<file path="src/rtl/muldiv_sequencer.sv">
// muldiv_sequencer: multi-cycle RV32M multiply/divide unit for the execute stage.
// Runs MUL/MULH/MULHSU/MULHU as an iterative shift-add multiplier and
// DIV/DIVU/REM/REMU as a restoring divider. Each takes DATA_WIDTH iterations
// plus one operand-preparation cycle and one sign-fix cycle.
//
// Ports:
//   clk     - system clock, rising edge
//   rst     - synchronous active-high reset, highest priority
//   start   - request; sampled only in IDLE or DONE
//   op      - funct3: MUL, MULH, MULHSU, MULHU, DIV, DIVU, REM, REMU
//   op_a    - rs1 value, latched with start
//   op_b    - rs2 value, latched with start
//   flush   - abort the in-flight operation, return to IDLE
//   busy    - high in PREP/CALC/FIX; stalls the pipeline
//   done    - one-cycle pulse when result is valid
//   result  - final value, held until the next completed operation
module muldiv_sequencer #(
  parameter int DATA_WIDTH = 32
) (
  input  logic                  clk,
  input  logic                  rst,
  input  logic                  start,
  input  logic [2:0]            op,
  input  logic [DATA_WIDTH-1:0] op_a,
  input  logic [DATA_WIDTH-1:0] op_b,
  input  logic                  flush,
  output logic                  busy,
  output logic                  done,
  output logic [DATA_WIDTH-1:0] result
);

  localparam int W  = DATA_WIDTH;
  localparam int CW = $clog2(W);

  localparam logic [2:0] OP_MUL    = 3'b000;
  localparam logic [2:0] OP_MULH   = 3'b001;
  localparam logic [2:0] OP_MULHSU = 3'b010;
  localparam logic [2:0] OP_MULHU  = 3'b011;
  localparam logic [2:0] OP_DIV    = 3'b100;
  localparam logic [2:0] OP_DIVU   = 3'b101;
  localparam logic [2:0] OP_REM    = 3'b110;
  localparam logic [2:0] OP_REMU   = 3'b111;

  typedef enum logic [2:0] {
    S_IDLE = 3'd0,
    S_PREP = 3'd1,
    S_CALC = 3'd2,
    S_FIX  = 3'd3,
    S_DONE = 3'd4
  } state_t;

  state_t          state_r;
  logic [2:0]      op_r;
  logic [W-1:0]    a_r;
  logic [W-1:0]    b_r;
  logic [W-1:0]    opnd_r;     // multiplicand or divisor magnitude
  logic [2*W-1:0]  acc_r;      // product / {remainder, quotient}
  logic [CW-1:0]   cnt_r;
  logic            neg_r;      // product / quotient sign
  logic            rem_neg_r;  // remainder sign follows the dividend

  logic            sign_a_s;
  logic            sign_b_s;
  logic [W-1:0]    mag_a_s;
  logic [W-1:0]    mag_b_s;
  logic [W:0]      mul_sum_s;
  logic [2*W-1:0]  mul_next_s;
  logic [W:0]      rem_sh_s;
  logic [W:0]      diff_s;
  logic [2*W-1:0]  div_next_s;
  logic [2*W-1:0]  prod_s;
  logic [W-1:0]    quo_s;
  logic [W-1:0]    rem_s;
  logic            div_zero_s;
  logic            ovf_s;
  logic [W-1:0]    fix_s;

  // Magnitude of a possibly negative value; the W+1-bit intermediate keeps
  // the most negative input representable (its magnitude is 2^(W-1)).
  function automatic logic [W-1:0] magnitude(input logic [W-1:0] v, input logic neg);
    logic [W:0] t;
    if (neg) begin
      t = {1'b1, ~v} + {{W{1'b0}}, 1'b1};
    end else begin
      t = {1'b0, v};
    end
    return t[W-1:0];
  endfunction

  // Operand signs/magnitudes, one iteration of each datapath, and FIX selection.
  always_comb begin
    sign_a_s = a_r[W-1] & ((op_r == OP_MULH) | (op_r == OP_MULHSU) |
                           (op_r == OP_DIV)  | (op_r == OP_REM));
    sign_b_s = b_r[W-1] & ((op_r == OP_MULH) | (op_r == OP_DIV) | (op_r == OP_REM));
    mag_a_s  = magnitude(a_r, sign_a_s);
    mag_b_s  = magnitude(b_r, sign_b_s);

    // Shift-add: the carry out of the high-half add becomes the new MSB.
    mul_sum_s  = {1'b0, acc_r[2*W-1:W]} + (acc_r[0] ? {1'b0, opnd_r} : {(W+1){1'b0}});
    mul_next_s = {mul_sum_s, acc_r[W-1:1]};

    // Restoring divide: bit W of the difference is the borrow.
    rem_sh_s = acc_r[2*W-1:W-1];
    diff_s   = rem_sh_s - {1'b0, opnd_r};
    if (diff_s[W]) begin
      div_next_s = {rem_sh_s[W-1:0], acc_r[W-2:0], 1'b0};
    end else begin
      div_next_s = {diff_s[W-1:0], acc_r[W-2:0], 1'b1};
    end

    prod_s = neg_r ? (~acc_r + {{(2*W-1){1'b0}}, 1'b1}) : acc_r;
    quo_s  = neg_r ? (~acc_r[W-1:0] + {{(W-1){1'b0}}, 1'b1}) : acc_r[W-1:0];
    rem_s  = rem_neg_r ? (~acc_r[2*W-1:W] + {{(W-1){1'b0}}, 1'b1}) : acc_r[2*W-1:W];

    div_zero_s = (b_r == {W{1'b0}});
    ovf_s      = (a_r == {1'b1, {(W-1){1'b0}}}) && (b_r == {W{1'b1}});

    case (op_r)
      OP_MUL:    fix_s = prod_s[W-1:0];
      OP_MULH:   fix_s = prod_s[2*W-1:W];
      OP_MULHSU: fix_s = prod_s[2*W-1:W];
      OP_MULHU:  fix_s = prod_s[2*W-1:W];
      OP_DIV: begin
        if (div_zero_s) begin
          fix_s = {W{1'b1}};
        end else if (ovf_s) begin
          fix_s = {1'b1, {(W-1){1'b0}}};
        end else begin
          fix_s = quo_s;
        end
      end
      OP_DIVU:   fix_s = div_zero_s ? {W{1'b1}} : quo_s;
      OP_REM: begin
        if (div_zero_s) begin
          fix_s = a_r;
        end else if (ovf_s) begin
          fix_s = {W{1'b0}};
        end else begin
          fix_s = rem_s;
        end
      end
      OP_REMU:   fix_s = div_zero_s ? a_r : rem_s;
      default:   fix_s = {W{1'b0}};
    endcase
  end

  // Sequencer FSM with registered busy/done/result.
  always_ff @(posedge clk) begin
    if (rst) begin
      state_r   <= S_IDLE;
      op_r      <= 3'b000;
      a_r       <= {W{1'b0}};
      b_r       <= {W{1'b0}};
      opnd_r    <= {W{1'b0}};
      acc_r     <= {(2*W){1'b0}};
      cnt_r     <= {CW{1'b0}};
      neg_r     <= 1'b0;
      rem_neg_r <= 1'b0;
      busy      <= 1'b0;
      done      <= 1'b0;
      result    <= {W{1'b0}};
    end else if (flush) begin
      state_r <= S_IDLE;
      busy    <= 1'b0;
      done    <= 1'b0;
    end else begin
      case (state_r)
        S_IDLE, S_DONE: begin
          done <= 1'b0;
          if (start) begin
            op_r    <= op;
            a_r     <= op_a;
            b_r     <= op_b;
            busy    <= 1'b1;
            state_r <= S_PREP;
          end else begin
            busy    <= 1'b0;
            state_r <= S_IDLE;
          end
        end
        S_PREP: begin
          neg_r     <= sign_a_s ^ sign_b_s;
          rem_neg_r <= sign_a_s;
          cnt_r     <= {CW{1'b0}};
          if (op_r[2]) begin
            opnd_r <= mag_b_s;
            acc_r  <= {{W{1'b0}}, mag_a_s};
          end else begin
            opnd_r <= mag_a_s;
            acc_r  <= {{W{1'b0}}, mag_b_s};
          end
          state_r <= S_CALC;
        end
        S_CALC: begin
          acc_r <= op_r[2] ? div_next_s : mul_next_s;
          cnt_r <= cnt_r + CW'(1);
          if (cnt_r == CW'(W - 1)) begin
            state_r <= S_FIX;
          end else begin
            state_r <= S_CALC;
          end
        end
        S_FIX: begin
          result  <= fix_s;
          busy    <= 1'b0;
          done    <= 1'b1;
          state_r <= S_DONE;
        end
        default: begin
          state_r <= S_IDLE;
          busy    <= 1'b0;
          done    <= 1'b0;
        end
      endcase
    end
  end

endmodule
</file>
<file path="config.mk">
export PLATFORM = sky130hd
export DESIGN_NAME = muldiv_sequencer
export DESIGN_NICKNAME = d
export VERILOG_FILES = /design/src/rtl/muldiv_sequencer.sv
export SDC_FILE = /design/constraint.sdc
export NUM_CORES = 1
export LEC_CHECK = 0
export BUFFER_PORTS_ARGS = -buffer_cell sky130_fd_sc_hd__clkbuf_2
export CORE_ASPECT_RATIO = 0.8
export CORE_MARGIN = 1.5
export CORE_UTILIZATION = 25
export DETAILED_ROUTE_END_ITERATION = 6
export HOLD_SLACK_MARGIN = 0.02
export PLACE_DENSITY = 0.51
export SYNTH_ARGS = -nofsm -noshare
export SYNTH_HDL_FRONTEND = slang
export SYNTH_SLANG_ARGS = --single-unit
</file>
<file path="constraint.sdc">
create_clock -name clk -period 7.8 [get_ports clk]
set_input_delay 1.56 -clock clk [delete_from_list [all_inputs] [get_ports clk]]
set_output_delay 1.56 -clock clk [all_outputs]
set_load 0.01 [all_outputs]
</file>
# After elaboration in Yosys (flattened, before gate mapping)
# Index checks and enable logic that the tools add are counted.
# totals
in_bits	71
register_bits	207
wordCells	86
# op_classes
mux	25
n_reduce_logical	13
addsub	8
n_bitwise	14
eq_ne	14
# op_table
cell	count
32-bit 2-to-1 mux	13
64-bit 2-to-1 mux	3
32-bit case mux with 6 select lines	1
32-bit by 1-bit adder with 32-bit output, second input constant	4
32-bit NOT	4
64-bit case mux with 2 select lines	1
64-bit by 1-bit adder with 64-bit output, second input constant	1
32-bit equality test, second input constant	2
64-bit NOT	1
32-bit by 32-bit adder with 33-bit output	1
33-bit by 32-bit subtractor with 33-bit output	1
32-bit zero test	1
3-bit equality test, second input constant	5
3-bit by 2-bit equality test with 1-bit output, second input constant	4
3-bit case mux with 4 select lines	1
5-bit case mux with 2 select lines	1
3-bit by 1-bit equality test with 1-bit output, second input constant	2
3-bit zero test	2
2-bit AND reduction	3
2-bit OR reduction	3
5-bit by 1-bit adder with 5-bit output, second input constant	1
5-bit equality test, second input constant	1
1-bit bitwise OR	5
1-bit case mux with 2 select lines	2
other kinds (8)	11

# Longest topological paths before layout
# Gate-level depths: netlist (run 1).
# logic_depth
ltp_word	8
depth_mapped	16
depth_no_buf	14

# Least setup slack after synthesis (run 1)
# No wires, ideal clock.
# synth_path
kind	flip-flop to flip-flop
from	register acc_r[31]
to	register acc_r[57]
stages_incl_launch_ff	17
period_less_slack_ps	3596
arrival_time_ps	3465
setup_time_ps	131
path_slack_ps	4204
cell_sequence	dfxtp_1 > clkdlybuf4s50_2 > inv_1 > ha_1 > fa_1 > nand2b_1 > a21oi_1 > o21ai_1 > nand3_1 > nand3_1 > a21bo_2 > a21oi_1 > nor2_1 > buf_2 > buf_2 > a32oi_1 > o211ai_1
# synth_via
elab_chain_len	4
# synth_rtl
element	line_no	text
start, declared	57	logic [2*W-1:0] acc_r;
start signal, assigned	155	acc_r <= {(2*W){1'b0}};
start signal, assigned	187	acc_r <= {{W{1'b0}}, mag_a_s};
start signal, assigned	190	acc_r <= {{W{1'b0}}, mag_b_s};
33-bit by 32-bit subtractor with 33-bit output	104	diff_s = rem_sh_s - {1'b0, opnd_r};
64-bit 2-to-1 mux	105	if (diff_s[W]) begin
64-bit 2-to-1 mux	195	acc_r <= op_r[2] ? div_next_s : mul_next_s;
64-bit case mux with 2 select lines	167	case (state_r)
# No other way between the ends.
# A chain may end at the register's enable or synchronous reset.

# Worst setup path in the final report (run 1)
# layout_path
from	register acc_r[0]
to	register acc_r[62]
# layout_via
elab_chain_len	4
# layout_rtl
element	line_no	text
32-bit 2-to-1 mux	99	mul_sum_s = {1'b0, acc_r[2*W-1:W]} + (acc_r[0] ? {1'b0, opnd_r} : {(W+1){1'b0}});
32-bit by 32-bit adder with 33-bit output	99	
64-bit 2-to-1 mux	195	
64-bit case mux with 2 select lines	167	
# No other way between the ends.

==> results of run 1 <==
[area by class of cell]
cell class | instances | area, um^2 | area share
clock buffers | 32 | 691.9 | 0.03668
well taps | 913 | 1142 | 0.06055
clock inverters | 11 | 163.9 | 0.008688
flip-flops and latches | 207 | 4149 | 0.2199
inverters | 61 | 229.0 | 0.01214
multi-input cells | 1902 | 11780 | 0.6244
repair buffers | 129 | 710.7 | 0.03767
[cells by family after synthesis]
logic type	count (synthesis)
simple gates	875
flops	207
fa+ha+maj	73
buf+inv	231
xor+xnor	207
compound gates	699
mux	48
[per-layer routing]
metal  vias up  wire (um)
li1       8318          -
met1      8464      32910
met2       844      27550
met3       110       7281
met4         0       1834
met5         -          0
[layout by cell type, fill, tap and decap left out, types with 10 or more instances in the layout]
cell type                   count
sky130_fd_sc_hd__o31ai_1       32
sky130_fd_sc_hd__nor2_1       231
sky130_fd_sc_hd__nor3_1        77
sky130_fd_sc_hd__nor4_1        12
sky130_fd_sc_hd__xor2_1       109
sky130_fd_sc_hd__o41ai_1       11
sky130_fd_sc_hd__or3_1         18
sky130_fd_sc_hd__mux2i_1       37
sky130_fd_sc_hd__o21ai_1       26
sky130_fd_sc_hd__a31oi_1       19
sky130_fd_sc_hd__a22oi_1       20
sky130_fd_sc_hd__inv_1         58
sky130_fd_sc_hd__or4_1         15
sky130_fd_sc_hd__clkbuf_16     25
sky130_fd_sc_hd__clkbuf_2     103
sky130_fd_sc_hd__ha_1          71
sky130_fd_sc_hd__a21oi_1      246
sky130_fd_sc_hd__nor2b_1       18
sky130_fd_sc_hd__nand2b_1      28
sky130_fd_sc_hd__dfxtp_1      205
sky130_fd_sc_hd__o211ai_1      41
sky130_fd_sc_hd__o21ai_0      131
sky130_fd_sc_hd__nand4_1       23
sky130_fd_sc_hd__nand3_1       32
sky130_fd_sc_hd__xnor2_1       98
sky130_fd_sc_hd__a21o_1        22
sky130_fd_sc_hd__nand2_1      344
sky130_fd_sc_hd__mux4_2        10
sky130_fd_sc_hd__buf_4         26
sky130_fd_sc_hd__a211oi_1      56
[registers in the layout (all words and copies together), names as in the netlist]
| name | count |
|---|---|
| done | 1 |
| a_r | 32 |
| cnt_r | 5 |
| rem_neg_r | 1 |
| neg_r | 1 |
| state_r | 3 |
| b_r | 32 |
| result | 32 |
| acc_r | 64 |
| op_r | 3 |
| busy | 1 |
| opnd_r | 32 |
[power by group]
part | internal, mW | switching, mW | leakage, nW | total, mW
Clock | 0.754 | 0.501 | 0.417 | 1.26
Sequential | 1.08 | 0.0555 | 1.68 | 1.14
Combinational | 0.192 | 0.390 | 5.16 | 0.582
Total | 2.03 | 0.947 | 7.26 | 2.98
[final timing paths]
check,depth (start not counted),from,to
max,14,acc_r[0]$_SDFFE_PP0P_,acc_r[62]$_SDFFE_PP0P_
min,2,opnd_r[8]$_SDFFE_PP0P_,opnd_r[8]$_SDFFE_PP0P_
max reg2reg,14,acc_r[0]$_SDFFE_PP0P_,acc_r[62]$_SDFFE_PP0P_
min reg2reg,2,opnd_r[8]$_SDFFE_PP0P_,opnd_r[8]$_SDFFE_PP0P_
[critical path: cells and delay by family, from the launching register on]
| family | cells | cell delay [ns] |
|---|---|---|
| AO/OA/AOI/OAI | 7 | 2.13 |
| AND/OR/NAND/NOR | 3 | 0.57 |
| adder cells (fa/ha/maj) | 1 | 0.37 |
| XOR/XNOR | 1 | 0.09 |
| buffers and inverters | 2 | 0.45 |
| flip-flops | 1 | 0.43 |
==> qor.log, run 1 <==
[logic_synthesis] flops & latches, synth 207
[critical_path] master of the slowest instance on the critical path sky130_fd_sc_hd__o311ai_0
[drt] Detailed Routing Iterations Pass 1 6
[global_route] number of global-route vias before repair 15590
[logic_synthesis] xor and xnor fraction of the mapped netlist area 0.1072
[global_route] wire length of the first global-routing pass 103.5 mm
[logic_synthesis] Synth Flop Type sky130_fd_sc_hd__dfxtp_1
[floorplanning] die width 293.9 um
[logic_synthesis] dominant cell by count in the synthesized netlist sky130_fd_sc_hd__nand2_1
[finish] Area growth, synth to finish 11.50%
[timing] highest clock rate 238.9 MHz
[placement] Area after DPL 0.01801 mm^2
[global_route] met3 usage in global routing 0.04079
[timing] transition at the pin with the smallest max-transition slack 1.229 ns
[timing] period utilization 0.5366
[critical_path] Max FO, Critical Path 31
[global_route] total global routing overflow 0
[timing] time the final worst path needs with I/O delays and setup 4.185 ns
[clock_tree] total number of H-tree levels 1
[logic_synthesis] count of flip-flops with a built-in enable after synthesis 0
[outcome] status finished, final reports clean
[logic_synthesis] largest family of logic cells by synthesized area compound AO/OA/AOI/OAI gates
[timing] post-route worst hold slack 0.4513 ns
[logic_synthesis] Async S/R FF share, synth 0
[critical_path] CP Capture Type flop
[finish] fillers 7381
[clock_tree] CTS-repair resized insts 0
[logic_synthesis] Adder-Cell Fraction of Synth Area 0.05487
[logic_synthesis] post-synthesis share of cell area spent on and, or, nand and nor gates 0.2401
[critical_path] WS Path Type reg -> reg
[logic_synthesis] dominant cells by area after synthesis sky130_fd_sc_hd__dfxtp_1 24%, sky130_fd_sc_hd__nand2_1 7.6%, sky130_fd_sc_hd__a21oi_1 7.3%
[critical_path] worst setup slack for register-to-register paths 3.61 ns
[floorplanning] Core Area 0.06711 mm^2
[logic_synthesis] mapped cell area 0.01692 mm^2
[clock_tree] setup fix buffers added after clock tree synthesis 0
[global_route] maximum number of pins on one net before global-route repair 79
[floorplanning] num ports 105
[critical_path] chain of cells forming the critical path inv_1, buf_4, nor2_1, ha_1, o211ai_1, o211ai_1, nand2_1, o311ai_0, a31oi_1, nor2_1, a21oi_1, o21ai_0, xnor2_1, a221oi_1
[placement] DPL Wire Length 53.00 mm
[clock_tree] deepest clock path buffer count 3
[power] Power Total 2.976 mW
[clock_tree] Clock Pin Slew Worst Setup and Hold Paths 0.06 ns
[finish] number of nets at the end of the flow 2469
[logic_synthesis] YS warnings 0
[logic_synthesis] most numerous cell types in the synthesized netlist 344 x sky130_fd_sc_hd__nand2_1, 246 x sky130_fd_sc_hd__a21oi_1, 234 x sky130_fd_sc_hd__nor2_1, 207 x sky130_fd_sc_hd__dfxtp_1, 136 x sky130_fd_sc_hd__clkbuf_1
[drt] Initial DRC Count 2181
[logic_synthesis] Gate Count Post-Synth 2340
[job] max-cap violation count 0
[floorplanning] starting density of the core 0.2521
[logic_synthesis] biggest area consumer among synthesized cells sky130_fd_sc_hd__dfxtp_1
[drt] vias post-DR 17740
[drt] detailed-route DRC error count 0
[timing] final setup margin 3.615 ns
[drt] Final Routed Wirelength 69.57 mm
[global_route] peak-usage layer in the global routing report met1
[critical_path] slowest stage delay, CP 0.71 ns
[critical_path] required time of the critical path 8.24 ns
[power] Worst IR Drop VDD 0.1473 mV
[placement] count of buffers from port buffering 104
[drt] average wire per cell in the routed design 21.37 um
[logic_synthesis] sequential element share of the synthesized area 0.2449
[logic_synthesis] share of the synthesized area in the top cell type 0.2449
[clock_tree] number of buffers created by CTS 24
[logic_synthesis] average cell area after synthesis 7.231 um^2
[critical_path] kind of launch point of the worst setup path flop
[placement] routability cong. 0.9987
[global_route] combined global-route utilization of all metal layers 0.1938
[power] static leakage power 7.259 nW
[timing] # setup viols final 0
[clock_tree] number of sinks handled by clock tree synthesis 207
[logic_synthesis] Post-Syn Nets 2484
[finish] number of standard cells in the layout, taps in and fillers out 3255
[placement] setup slack at placement 3.830 ns
[placement] placed insts 3212
[finish] antenna diode count 0
[timing] max-slew violation total from the final report 0
[timing] Fin. Hold Viols 0
[drt] antenna viol nets, final 0
[global_route] grt met1 use 0.3015
[min_path] path type of the worst min-delay path reg -> reg
[timing] Max-Slew Margin vs Limit 0.1775
[finish] fraction of layout cells with a size suffix above 1 0.09607
[critical_path] CP arrival 4.62 ns
[global_route] met2 GRT Util 0.2640
[power] total power density per cell area 157.7 mW/mm^2
[timing] largest clock skew in the final design 0.01282 ns
[global_route] antenna violations before repair 0
[logic_synthesis] fraction of synthesized area in multiplexers 0.03586
[floorplanning] die area 0.06926 mm^2
[floorplanning] Chip Height 235.7 um
[floorplanning] # rows 85
[clock_tree] number of hold buffers added after CTS 0
[logic_synthesis] number of distinct library cells after synthesis 92
[timing] Setup TNS Final 0 ns
[clock_tree] insertion delay of the later-clocked pin in the worst-skew pair 0.55 ns
[timing] RSZ-0062 raised after global routing no
[finish] area of all placed cells without fillers 0.01887 mm^2
[finish] share of the core filled with cells in the final layout 0.2811
[clock_tree] TritonCTS clock tree done
[drt] via-per-instance ratio 5.449
[clock_tree] clock root buffer master sky130_fd_sc_hd__clkbuf_16
[logic_synthesis] Compound-Gate Fraction of Synth Area 0.2559
Note: power is estimated with default switching activity, not from simulation.
==> run 2, diff against run 1 <==
--- a/config.mk
+++ b/config.mk
@@ -11,7 +11,7 @@
 export CORE_UTILIZATION = 25
 export DETAILED_ROUTE_END_ITERATION = 6
 export HOLD_SLACK_MARGIN = 0.02
-export PLACE_DENSITY = 0.51
+export PLACE_DENSITY = 0.52
 export SYNTH_ARGS = -nofsm -noshare
 export SYNTH_HDL_FRONTEND = slang
 export SYNTH_SLANG_ARGS = --single-unit
==> constraint.sdc (replaced) <==
create_clock -name clk -period 3.6 [get_ports clk]
set_input_delay 0.72 -clock clk [delete_from_list [all_inputs] [get_ports clk]]
set_output_delay 0.72 -clock clk [all_outputs]
set_load 0.01 [all_outputs]
==> run 2 against run 1 <==
Wire length rose by 3.6%. Largest cell class unchanged. Worst setup slack got worse by 3.4 ns. Register-to-register slack got worse by 3.4 ns. Total power rose by 120%. Hold slack got worse by 0.075 ns. Via count rose by 1.7%. Sequential power rose by 110%. Global-route usage rose by 0.72 points. Critical endpoint unchanged. Count of clock-buffer cells in the layout fell by 2. Die area did not move. Maximum frequency rose by 23%.
==> qor.log, run 2 (synthesis gave the netlist of run 1 again) <==
[power] Power Total 6.511 mW [+120%]
[critical_path] required time of the critical path 4.06 ns [-4.18 ns]
[floorplanning] die area 0.06926 mm^2 [unchanged]
[min_path] path type of the worst min-delay path in -> reg
[placement] Area after DPL 0.01915 mm^2 [+6.3%]
[timing] Setup TNS Final 0 ns [unchanged]
[min_path] Worst Hold Depth 3 [+1]
[global_route] maximum number of pins on one net before global-route repair 120 [+52%]
[drt] average wire per cell in the routed design 21.19 um [-0.86%]
[drt] Detailed Routing Iterations Pass 1 6 [unchanged]
[min_path] worst min-delay path endpoint a_r[0]$_SDFFE_PP0P_
[timing] post-route worst hold slack 0.3759 ns [-0.07535 ns]
[clock_tree] number of hold buffers added after CTS 0 [unchanged]
[timing] Fin. Hold Viols 0 [unchanged]
[job] max-cap violation count 0 [unchanged]
[critical_path] WS Path Type reg -> reg
[timing] RSZ-0062 raised after global routing no
[finish] number of flip-flops in the largest register 64 [unchanged]
[drt] via-per-instance ratio 5.304 [-2.7%]
[timing] final setup margin 0.2022 ns [-3.412 ns]
[clock_tree] setup fix buffers added after clock tree synthesis 0 [unchanged]
[floorplanning] Chip Height 235.7 um [unchanged]
[clock_tree] number of sinks handled by clock tree synthesis 207 [unchanged]
[clock_tree] deepest clock path buffer count 3 [unchanged]
[outcome] status finished, final reports clean
[drt] Final Routed Wirelength 72.04 mm [+3.6%]
[clock_tree] CTS-repair resized insts 0 [unchanged]
[floorplanning] Core Area 0.06711 mm^2 [unchanged]
[global_route] wire length of the first global-routing pass 106.8 mm [+3.2%]
[timing] largest clock skew in the final design 0.01687 ns [+0.004047 ns]
[critical_path] reg-to-reg critical path startpoint acc_r[32]$_SDFFE_PP0P_
[floorplanning] num ports 105 [unchanged]
[critical_path] kind of launch point of the worst setup path flop
[critical_path] worst setup slack for register-to-register paths 0.20 ns [-3.41 ns]
[global_route] met2 GRT Util 0.2678 [+0.003788]
[timing] period utilization 0.9438 [+0.4072]
[timing] transition at the pin with the smallest max-transition slack 0.8376 ns [-0.3915 ns]
[finish] area of the multi-input gates 0.01180 mm^2 [+0.17%]
[finish] number of standard cells in the layout, taps in and fillers out 3400 [+4.5%]
[floorplanning] # rows 85 [unchanged]
[power] total power density per cell area 325.5 mW/mm^2 [+110%]
[global_route] number of global-route vias before repair 16130 [+3.5%]
[timing] highest clock rate 294.3 MHz [+23%]
[critical_path] Crit Reg-Reg Endpoint acc_r[62]$_SDFFE_PP0P_
[clock_tree] clock root buffer master sky130_fd_sc_hd__clkbuf_16
[finish] leading cell type in the layout, fill and taps excluded sky130_fd_sc_hd__nand2_1
[global_route] met3 usage in global routing 0.05136 [+0.01057]
[clock_tree] TritonCTS clock tree done
[critical_path] Max FO, Critical Path 9 [-71%]
[power] Worst IR Drop VDD 0.2795 mV [+90%]
[clock_tree] total number of H-tree levels 1 [unchanged]
[finish] antenna diode count 0 [unchanged]
[critical_path] CP arrival 3.86 ns [-0.76 ns]
[finish] share of the core filled with cells in the final layout 0.2981 [+0.01697]
[placement] setup slack at placement 0.2151 ns [-3.615 ns]
[placement] DPL Wire Length 56.82 mm [+7.2%]
[critical_path] CP Capture Type flop
[finish] fraction of layout cells with a size suffix above 1 0.1508 [+0.05471]
[floorplanning] die width 293.9 um [unchanged]
[timing] time the final worst path needs with I/O delays and setup 3.398 ns [-0.7876 ns]
[clock_tree] number of buffers created by CTS 25 [+4.2%]
[finish] fillers 7341 [-0.54%]
[power] static leakage power 8.010 nW [+10%]
[placement] count of buffers from port buffering 104 [unchanged]
[finish] most frequent cells in the layout 344 x sky130_fd_sc_hd__nand2_1, 245 x sky130_fd_sc_hd__a21oi_1, 231 x sky130_fd_sc_hd__nor2_1
[clock_tree] insertion delay of the later-clocked pin in the worst-skew pair 0.56 ns [about the same]
[global_route] combined global-route utilization of all metal layers 0.2009 [+0.007170]
[global_route] antenna violations before repair 0 [unchanged]
[placement] placed insts 3357 [+4.5%]
[critical_path] slowest stage delay, CP 0.42 ns [-0.29 ns]
[drt] antenna viol nets, final 0 [unchanged]
[finish] Area growth, synth to finish 18.23%
[timing] # setup viols final 0 [unchanged]
[min_path] beginning of the worst hold path op_a[0]
[critical_path] Worst Reg2Reg Path Length in Cells 13 [-1]
[timing] max-slew violation total from the final report 0 [unchanged]
[global_route] peak-usage layer in the global routing report met1
[finish] number of nets at the end of the flow 2615 [+5.9%]
[drt] Initial DRC Count 2025 [-7.2%]
[global_route] grt met1 use 0.3139 [+0.01241]
[finish] register name with the most flops acc_r
[finish] area of all placed cells without fillers 0.02000 mm^2 [+6.0%]
[global_route] total global routing overflow 0 [unchanged]
[placement] routability cong. 1.021 [+2.2%]
[drt] detailed-route DRC error count 0 [unchanged]
[floorplanning] starting density of the core 0.2521 [unchanged]
[clock_tree] Clock Pin Slew Worst Setup and Hold Paths 0.06 ns [about the same]
[timing] Max-Slew Margin vs Limit 0.4416 [+0.2640]
[finish] footprint of the flip-flops and latches 0.004149 mm^2 [unchanged]
[critical_path] chain of cells forming the critical path buf_4, inv_1, fa_1, nand2b_1, a21oi_1, o21ai_1, and2_1, o2111a_1, o21ai_0, a21boi_0, mux2i_1, a41o_1, a221oi_1
[critical_path] master of the slowest instance on the critical path sky130_fd_sc_hd__fa_1
[drt] vias post-DR 18030 [+1.7%]
-- run 2: final cells by class --
type                            instances  area share
Timing Repair Buffer                  274     0.09244
Sequential cell                       207      0.2074
Clock buffer                           30     0.03371
Clock inverter                         13    0.008069
Tap cell                              913     0.05711
Multi-Input combinational cell       1902      0.5898
Inverter                               61     0.01145
-- run 2: worst max-delay path by stage --
stage	startpoint	end	slack, ns
final	acc_r[32]$_SDFFE_PP0P_	acc_r[62]$_SDFFE_PP0P_	0.20
after global routing	acc_r[0]$_SDFFE_PP0P_	acc_r[62]$_SDFFE_PP0P_	0.01
after CTS	a_r[9]$_SDFFE_PP0P_	result[12]$_SDFFE_PP0P_	0.19
after detailed placement	a_r[9]$_SDFFE_PP0P_	result[12]$_SDFFE_PP0P_	0.22
after global placement	a_r[9]$_SDFFE_PP0P_	result[12]$_SDFFE_PP0P_	0.12
after floorplan	acc_r[31]$_SDFFE_PP0P_	acc_r[57]$_SDFFE_PP0P_	0.004
-- run 2: layer usage --
metal / routed length (um) / vias to the layer above / share of wire
li1: - / 8612 / -
met1: 34860 / 8517 / 0.48
met2: 27980 / 815 / 0.39
met3: 7637 / 88 / 0.11
met4: 1559 / 0 / 0.022
met5: 0 / - / 0
-- run 2: critical path, delay by kind of cell (launching register included) --
kind / cells / cell delay, ns
AO/OA/AOI/OAI: 7 / 1.66
adder cells (fa/ha/maj): 1 / 0.42
AND/OR/NAND/NOR: 2 / 0.41
flip-flops: 1 / 0.36
buffers and inverters: 2 / 0.28
multiplexers: 1 / 0.17
-- run 2: power breakdown --
part	switching (mW)	internal, mW	leakage, nW
clock	1.12	1.55	0.399
combinational	0.907	0.509	5.93
sequential	0.0779	2.35	1.68
==> run 3, diff against run 2 <==
==> constraint.sdc (replaced) <==
create_clock -name clk -period 3.6 [get_ports clk]
set_input_delay 0.36 -clock clk [delete_from_list [all_inputs] [get_ports clk]]
set_output_delay 0.36 -clock clk [all_outputs]
set_load 0.01 [all_outputs]
==> run 3 against run 2 <==
Design area rose by 2.3%. First-iteration DRC count rose by 9.9%. Final cell count rose by 1.1%. Non-clock buffer count is 36 higher. Clock power grew 10%. Maximum frequency is 2.5% lower. Flip-flop and latch count did not move. Utilization is 0.68 points higher. Sequential power is essentially flat. Via count rose by 2.7%. Register-to-register slack worse by 0.09 ns. Count of clock-buffer cells in the layout increased by 2.
==> qor.log, run 3 (synthesis gave the netlist of run 1 again) <==
[timing] max-slew violation total from the final report 0 [unchanged]
[power] net load switching power 2.126 mW [+0.90%]
[global_route] number of global-route vias before repair 16590 [+2.8%]
[finish] number of nets at the end of the flow 2651 [+1.4%]
[power] sequential power share 0.354 [-0.018]
[finish] Area growth, synth to finish 20.92%
[finish] antenna diode count 0 [unchanged]
[power] switching share of power 0.3103 [-0.01329]
[critical_path] cell family with most CP delay simple AND/OR/NAND/NOR gates
[placement] DPL Wire Length 56.66 mm [-0.28%]
[drt] vias post-DR 18510 [+2.7%]
[power] static leakage power 8.234 nW [+2.8%]
[power] Clock Power Share 0.431 [+0.021]
[finish] most frequent cells in the layout 344 x sky130_fd_sc_hd__nand2_1, 245 x sky130_fd_sc_hd__a21oi_1, 231 x sky130_fd_sc_hd__nor2_1
[finish] area of all placed cells without fillers 0.02046 mm^2 [+2.3%]
[finish] share of the core filled with cells in the final layout 0.3049 [+0.006787]
[min_path] Worst Hold Depth 3 [unchanged]
[job] max-cap violation count 0 [unchanged]
[critical_path] count of buffer and inverter cells on the critical path 2 [unchanged]
[global_route] combined global-route utilization of all metal layers 0.2033 [+0.002331]
[timing] highest clock rate 287.0 MHz [-2.5%]
[timing] period utilization 0.9678 [+0.02396]
[power] total power density per cell area 334.9 mW/mm^2 [+2.9%]
[clock_tree] setup fix buffers added after clock tree synthesis 0 [unchanged]
[timing] final setup margin 0.1160 ns [-0.08626 ns]
[clock_tree] clock root buffer master sky130_fd_sc_hd__clkbuf_16
[critical_path] logic depth of the worst setup path including buffers 12 [-1]
[clock_tree] number of sinks handled by clock tree synthesis 207 [unchanged]
[floorplanning] die area 0.06926 mm^2 [unchanged]
[drt] detailed-route DRC error count 0 [unchanged]
[critical_path] kind of launch point of the worst setup path flop
[finish] fraction of layout cells with a size suffix above 1 0.1521 [+0.001295]
[timing] # setup viols final 0 [unchanged]
[timing] largest clock skew in the final design 0.01754 ns [+0.0006643 ns]
[placement] routability cong. 1.013 [-0.78%]
[drt] Detailed Routing Iterations Pass 1 6 [unchanged]
[floorplanning] # rows 85 [unchanged]
[critical_path] chain of cells forming the critical path nor4_2, nand4_1, buf_4, or3_1, nor3_2, nand3b_1, buf_4, a211oi_1, a21oi_1, nand2_1, a21oi_1, o21ai_1
[drt] via-per-instance ratio 5.384 [+1.5%]
[power] Cell Int Power 4.725 mW [+7.3%]
[critical_path] required time of the critical path 4.03 ns [-0.03 ns]
[clock_tree] number of buffers created by CTS 25 [unchanged]
[clock_tree] insertion delay of the later-clocked pin in the worst-skew pair 0.56 ns [about the same]
[clock_tree] deepest clock path buffer count 3 [unchanged]
[timing] Fin. Hold Viols 0 [unchanged]
[drt] antenna viol nets, final 0 [unchanged]
[finish] number of flip-flops in the largest register 64 [unchanged]
[timing] time the final worst path needs with I/O delays and setup 3.484 ns [+0.08626 ns]
[placement] setup slack at placement 0.06732 ns [-0.1477 ns]
[floorplanning] starting density of the core 0.2521 [unchanged]
[clock_tree] total number of H-tree levels 1 [unchanged]
[clock_tree] Clock Pin Slew Worst Setup and Hold Paths 0.06 ns [about the same]
[timing] Max-Slew Margin vs Limit 0.3434 [-0.09813]
[placement] placed insts 3365 [+0.24%]
[outcome] status finished, final reports clean
[timing] transition at the pin with the smallest max-transition slack 0.9821 ns [+0.1444 ns]
[drt] average wire per cell in the routed design 21.23 um [+0.19%]
[critical_path] master of the slowest instance on the critical path sky130_fd_sc_hd__nor4_2
[critical_path] Worst Reg2Reg Path Length in Cells 12 [-1]
[global_route] wire length of the first global-routing pass 108.4 mm [+1.5%]
[power] part of the power in combinational logic 0.215 [-0.002]
[timing] RSZ-0062 raised after global routing no
[finish] number of standard cells in the layout, taps in and fillers out 3438 [+1.1%]
[critical_path] slowest stage delay, CP 0.55 ns [+0.13 ns]
[finish] register name with the most flops acc_r
[floorplanning] num ports 105 [unchanged]
[floorplanning] Chip Height 235.7 um [unchanged]
[timing] Setup TNS Final 0 ns [unchanged]
[power] Worst IR Drop VDD 0.3128 mV [+12%]
[global_route] antenna violations before repair 2 [+2]
[critical_path] WS Path Type reg -> reg
[floorplanning] Core Area 0.06711 mm^2 [unchanged]
[floorplanning] die width 293.9 um [unchanged]
[critical_path] CP arrival 3.92 ns [+0.06 ns]
[global_route] total global routing overflow 0 [unchanged]
[placement] Area after DPL 0.01922 mm^2 [+0.38%]
[drt] Final Routed Wirelength 72.99 mm [+1.3%]
[drt] Initial DRC Count 2225 [+9.9%]
[min_path] path type of the worst min-delay path in -> reg
[critical_path] Max FO, Critical Path 9 [unchanged]
[critical_path] CP Capture Type flop
[global_route] maximum number of pins on one net before global-route repair 77 [-36%]
[placement] count of buffers from port buffering 104 [unchanged]
[finish] leading cell type in the layout, fill and taps excluded sky130_fd_sc_hd__nand2_1
[clock_tree] TritonCTS clock tree done
-- run 3: final timing paths --
| path | start | to | slack, ns |
|---|---|---|---|
| max | a_r[9]$_SDFFE_PP0P_ | result[10]$_SDFFE_PP0P_ | 0.12 |
| min | op_b[30] | b_r[30]$_SDFFE_PP0P_ | 0.03 |
| max reg2reg | a_r[9]$_SDFFE_PP0P_ | result[10]$_SDFFE_PP0P_ | 0.12 |
| min reg2reg | result[23]$_SDFFE_PP0P_ | result[23]$_SDFFE_PP0P_ | 0.45 |
-- run 3: cell type report --
class | instances | area [um^2]
clock inverter | 13 | 247.7
fill | 7326 | 46650
sequential | 207 | 4149
timing repair buffer | 310 | 2206
multi-input combinational | 1902 | 11800
inverter | 61 | 229.0
clock buffer | 32 | 681.9
tap | 913 | 1142
-- run 3: power by group through the flow --
| stage | sequential (mW) | clock [mW] | combinational (mW) |
|---|---|---|---|
| floorplan | 2.45 | 0 | 0.866 |
| global placement | 2.47 | 0 | 1.40 |
| detailed placement | 2.47 | 0 | 1.40 |
| CTS | 2.42 | 2.99 | 1.43 |
| global route | 2.43 | 3.08 | 1.56 |
| finish | 2.42 | 2.95 | 1.47 |
-- run 3: worst min-delay path, stage by stage --
cell and delay, ns:
sky130_fd_sc_hd__clkbuf_2 0.08, sky130_fd_sc_hd__nand2_1 0.04, sky130_fd_sc_hd__a21oi_1 0.05
-- run 3: what timing repair did --
action | CTS | global route
hold buffers | 28 | 0
endpoints found under the setup margin | 0 | 27
hold endpoints to repair | 28 | 0
gates resized for setup | 0 | 9
-- run 3: per-layer routing --
layer  share of wire  wire length (um)  GRT usage  vias up
li1                -                 -          -     8679
met1            0.48             34680     0.3142     8829
met2            0.39             28640     0.2727      880
met3            0.11              7666    0.04862      120
met4           0.027              1991    0.05389        2
met5         0.00019                14          0        -
-- run 3: through the flow --
step                hold WS, ns  power [mW]
finish                  0.02677       6.851
global route            0.02676       7.072
CTS                     0.02071       6.839
detailed placement       0.4449       3.869
global placement         0.4390       3.878
floorplan                0.4319       3.318
